`src/rtl/byte_unstriping_4l.sv`:
```
// byte_unstriping_4l: serialises a 4-lane word (lane 0 first) into one byte stream under ready/valid
module byte_unstriping_4l #(
    parameter int DATA_W = 8
) (
    input  logic              clkf,
    input  logic              reset,
    input  logic              in_valid0,
    input  logic              in_valid1,
    input  logic              in_valid2,
    input  logic              in_valid3,
    input  logic [DATA_W-1:0] in_data0,
    input  logic [DATA_W-1:0] in_data1,
    input  logic [DATA_W-1:0] in_data2,
    input  logic [DATA_W-1:0] in_data3,
    output logic              in_ready,
    output logic              out_valid,
    output logic [DATA_W-1:0] out_data,
    input  logic              out_ready,
    output logic              lane_err
);
    typedef enum logic {IDLE, DRAIN} state_t;
    state_t state, state_next;
    logic [DATA_W-1:0] buffer [4];
    logic [1:0] idx;
    logic [2:0] cnt, pat_cnt;
    logic [3:0] v;
    logic legal, last, capture, illegal, advance;
    assign v = {in_valid3, in_valid2, in_valid1, in_valid0};
    // only contiguous-from-lane-0 patterns are legal; count is the number of valid lanes
    always_comb begin
        pat_cnt = v == 4'b0001 ? 3'd1 :
                  v == 4'b0011 ? 3'd2 :
                  v == 4'b0111 ? 3'd3 :
                  v == 4'b1111 ? 3'd4 : 3'd0;
        legal = pat_cnt != 3'd0;
    end
    // accepting the last byte frees the buffer in the same cycle, so in_ready follows out_ready
    always_comb begin
        last = state == DRAIN && {1'b0, idx} == cnt - 3'd1;
        in_ready = reset && (state == IDLE || (last && out_ready));
        capture = in_ready && legal;
        illegal = in_ready && v != 4'b0000 && !legal;
        advance = state == DRAIN && out_ready && !last;
        state_next = capture ? DRAIN : (last && out_ready) ? IDLE : state;
    end
    // state register
    always_ff @(posedge clkf) begin
        if (!reset) state <= IDLE;
        else state <= state_next;
    end
    // holding buffer, read index and registered output byte
    always_ff @(posedge clkf) begin
        if (!reset) begin
            buffer <= '{default: '0};
            idx <= 2'd0;
            cnt <= 3'd0;
            out_valid <= 1'b0;
            out_data <= '0;
            lane_err <= 1'b0;
        end else begin
            lane_err <= illegal;
            out_valid <= state_next == DRAIN;
            if (capture) begin
                buffer[0] <= in_data0;
                buffer[1] <= in_data1;
                buffer[2] <= in_data2;
                buffer[3] <= in_data3;
                cnt <= pat_cnt;
                idx <= 2'd0;
                out_data <= in_data0;
            end else if (advance) begin
                idx <= idx + 2'd1;
                out_data <= buffer[idx + 2'd1];
            end
        end
    end
endmodule

```
`config.mk`:
```
export PLATFORM = sky130hd
export DESIGN_NAME = byte_unstriping_4l
export DESIGN_NICKNAME = d
export VERILOG_FILES = /design/src/rtl/byte_unstriping_4l.sv
export SDC_FILE = /design/constraint.sdc
export NUM_CORES = 1
export LEC_CHECK = 0
export ABC_AREA = 1
export CAP_MARGIN = 20
export CORE_AREA = 8 8 74 76
export CTS_CLUSTER_DIAMETER = 120
export DETAILED_ROUTE_END_ITERATION = 7
export DIE_AREA = 0 0 82 84
export PLACE_DENSITY = 0.79
export SETUP_SLACK_MARGIN = 0.2
export SLEW_MARGIN = 20
export SYNTH_ARGS = -nofsm -noshare
export SYNTH_HDL_FRONTEND = slang
export SYNTH_SLANG_ARGS = --single-unit
```
`constraint.sdc`:
```
create_clock -name clkf -period 3.2 [get_ports clkf]
set_input_delay 0.96 -clock clkf [delete_from_list [all_inputs] [get_ports clkf]]
set_output_delay 0.96 -clock clkf [all_outputs]
set_load 0.02 [all_outputs]
```
==> run summary <==
status = complete, no violations
most used routing layer = met2
DRC = 0
leading cell type in the layout, fill and taps excluded = nand2_1
postcts setup bufs = 0
Die X = 82 µm
cell depth of the worst min-delay path = 2
CP max FO = 2
commonest non-fill, non-tap cells in the layout = nand2_1, clkdlybuf4s50_1, dfxtp_1
final hold violations = 0
Cell Rows = 24
worst vdd ir = 0.0002217 V
final slew viol count = 0
Detailed Routing Iterations Pass 1 = 4
ANT nets after route = 0
core outline area = 0.004264 mm²
share of layout cells above drive strength 1 = 6.849%
setup tns final = 0 ns
Sw Pwr = 315.3 µW
asr flop ratio synth = 0%
Cell Area, Synth = 0.002202 mm²
Comb pwr share = 17.8%
# clock sinks = 47
first-pass GRT wire length = 8.542 mm
Root Driver = clkbuf_8
Min Hold Slack = 0.4687 ns
Reg2Reg Depth = 11
Hold Crit Start = buffer[11]$_SDFFE_PN0P_
Mapped Cells = 316
# nets final = 404
cell-internal power = 928.9 µW
Startpoint Class = primary input
initial antenna violation count = 0
sequential group share of total power = 51.3%
main flop type after synthesis = dfxtp_1
RSZ-0062 raised after global routing = no
GR Overflow Total = 0
GRT Overall Usage = 15.19%
Area Overhead vs Synth = 28.35%
H-tree levels = 2
yosys warns = 0
CTS Buffer Depth = 2
met3 usage = 5.172%
R2R Setup Slk = 1.12 ns
CTS tree = built
FF+latch count, synth = 47
clock skew = 0.004584 ns
ANT cells = 0
Leakage Power = 0.001302 µW
sw frac = 25.34%
Top Ports = 50
Worst-Skew Late Latency = 0.29 ns
Tcrit/Tclk final = 89.18%
Hold EP = buffer[11]$_SDFFE_PN0P_
Hold Path Class = register to register
Max Cap Viol = 0
Max-slew headroom = 73.22%
IO buf count = 49
met2 GRT Util = 24.93%
Num CTS Buffers = 5
CP Capture Type = output port
pin count of the biggest net entering global routing = 28
Slew @ Worst Pin = 0.4010 ns
final wirelength = 5.053 mm
via count = 2075
clock-pin slew on the worst setup and hold paths = 0.08 ns
end-of-flow core utilization = 66.29%
Worst EP required = 2.24 ns
M1 GR Usage = 18.34%
post-DP HPWL = 3.730 mm
Syn Area/Cell = 6.969 µm²
Min Clock Period, post-route = 2.854 ns
Synth cell types = 27
Pwr Density = 440.2 mW/mm²
wire length per cell = 12.12 µm
Post-synth EDFFs = 0
final setup margin = 0.3462 ns
Syn Nets = 356
Placer Congestion = 0.8567
worst setup path category = primary input to output port
die area = 0.006888 mm²
R2R Path End = buffer[18]$_SDFFE_PN0P_
final setup violating endpoints = 0
critical path arrival = 1.89 ns
Initial Utilization = 51.64%
initial drt markers = 199
fmax = 350.4 MHz
power share of the clock group = 30.9%
sequential-to-total area share from yosys stat = 42.73%
Vias/cell = 4.976
Die Span Y = 84 µm
pre-CTS setup slack = -0.09079 ns
vias in the first global route = 2004
Reg2Reg Launch Point = cnt[0]$_SDFFE_PN0P_
## worst max-delay path: stages
cell	delay, ns
clkdlybuf4s50_1	0.49
nand3_1	0.08
nand2_1	0.08
nand2_1	0.07
inv_1	0.05
clkbuf_2	0.16
## final cells by class
cell class                 count  area [µm²]
multi-input combinational    206       994.7
sequential                    47       940.9
tap                           52       65.06
fill                         392        1438
timing repair buffer          58       553.0
inverter                      46       172.7
clock buffer                   8       100.1
## power groups by stage
stage          sequential (µW)  clock, µW  combinational [µW]
6_report                   638        385                 221
4_1_cts                    638        392                 223
2_1_floorplan              663          0                 114
3_3_place_gp               651          0                 219
5_1_grt                    642        415                 246
3_5_place_dp               652          0                 223
## logic make-up (layout without fill, tap and decap cells)
family,count (synthesis),after routing,share of synthesized area [%]
AO/OA/AOI/OAI,47,47,12.22
AND/OR/NAND/NOR,158,158,32.39
buffers and inverters,63,112,12.10
flip-flops,47,47,42.73
adder cells (fa/ha/maj),1,1,0.5681
## synth_stat cells, types with 2 or more instances
master     n  area [µm²]
a21oi_1    3       15.01
buf_4      2       15.01
or2_1      2       12.51
nor2_1    28       105.1
dfxtp_1   47       940.9
nand3_1   20       100.1
inv_1     43       161.4
nand3b_1   8       60.06
nand2_1   92       345.3
o21ai_1    8       40.04
inv_2      3       11.26
o22ai_1   22       137.6
buf_2     12       60.06
o21ai_0   12       60.06
nand3_2    2       20.02
## sequential cells by signal (all words and copies together), names as in the netlist
| name | cells |
|---|---|
| idx | 2 |
| lane_err | 1 |
| out_data | 8 |
| cnt | 3 |
| buffer | 32 |
| out_valid | 1 |
## metrics by stage
step / instance area [µm²] / cells / total power, µW
2_1_floorplan: 2202 / 316 / 776.1
3_3_place_gp: 2731 / 409 / 869.7
3_5_place_dp: 2731 / 409 / 874.4
4_1_cts: 2831 / 417 / 1253
5_1_grt: 2826 / 417 / 1303
6_report: 2826 / 417 / 1244
## worst max-delay path by stage
| stage | cells past startpoint | from | endpoint |
|---|---|---|---|
| final | 6 | out_ready | in_ready |
| after global routing | 6 | out_ready | in_ready |
| after CTS | 6 | out_ready | in_ready |
| after detailed placement | 6 | out_ready | in_ready |
| after global placement | 6 | out_ready | in_ready |
| after floorplan | 3 | reset | in_ready |
## layer usage
metal	vias to the layer above	wire length [µm]
met4	0	39
met3	4	318
met2	50	2398
li1	1099	-
met1	922	2296
met5	-	0
## what timing repair did
item / CTS / global route
hold buffers: 0 / 0
resized for setup: 2 / 1
endpoints found under the setup margin: 1 / 1
Note: power is estimated with default switching activity, not from simulation.
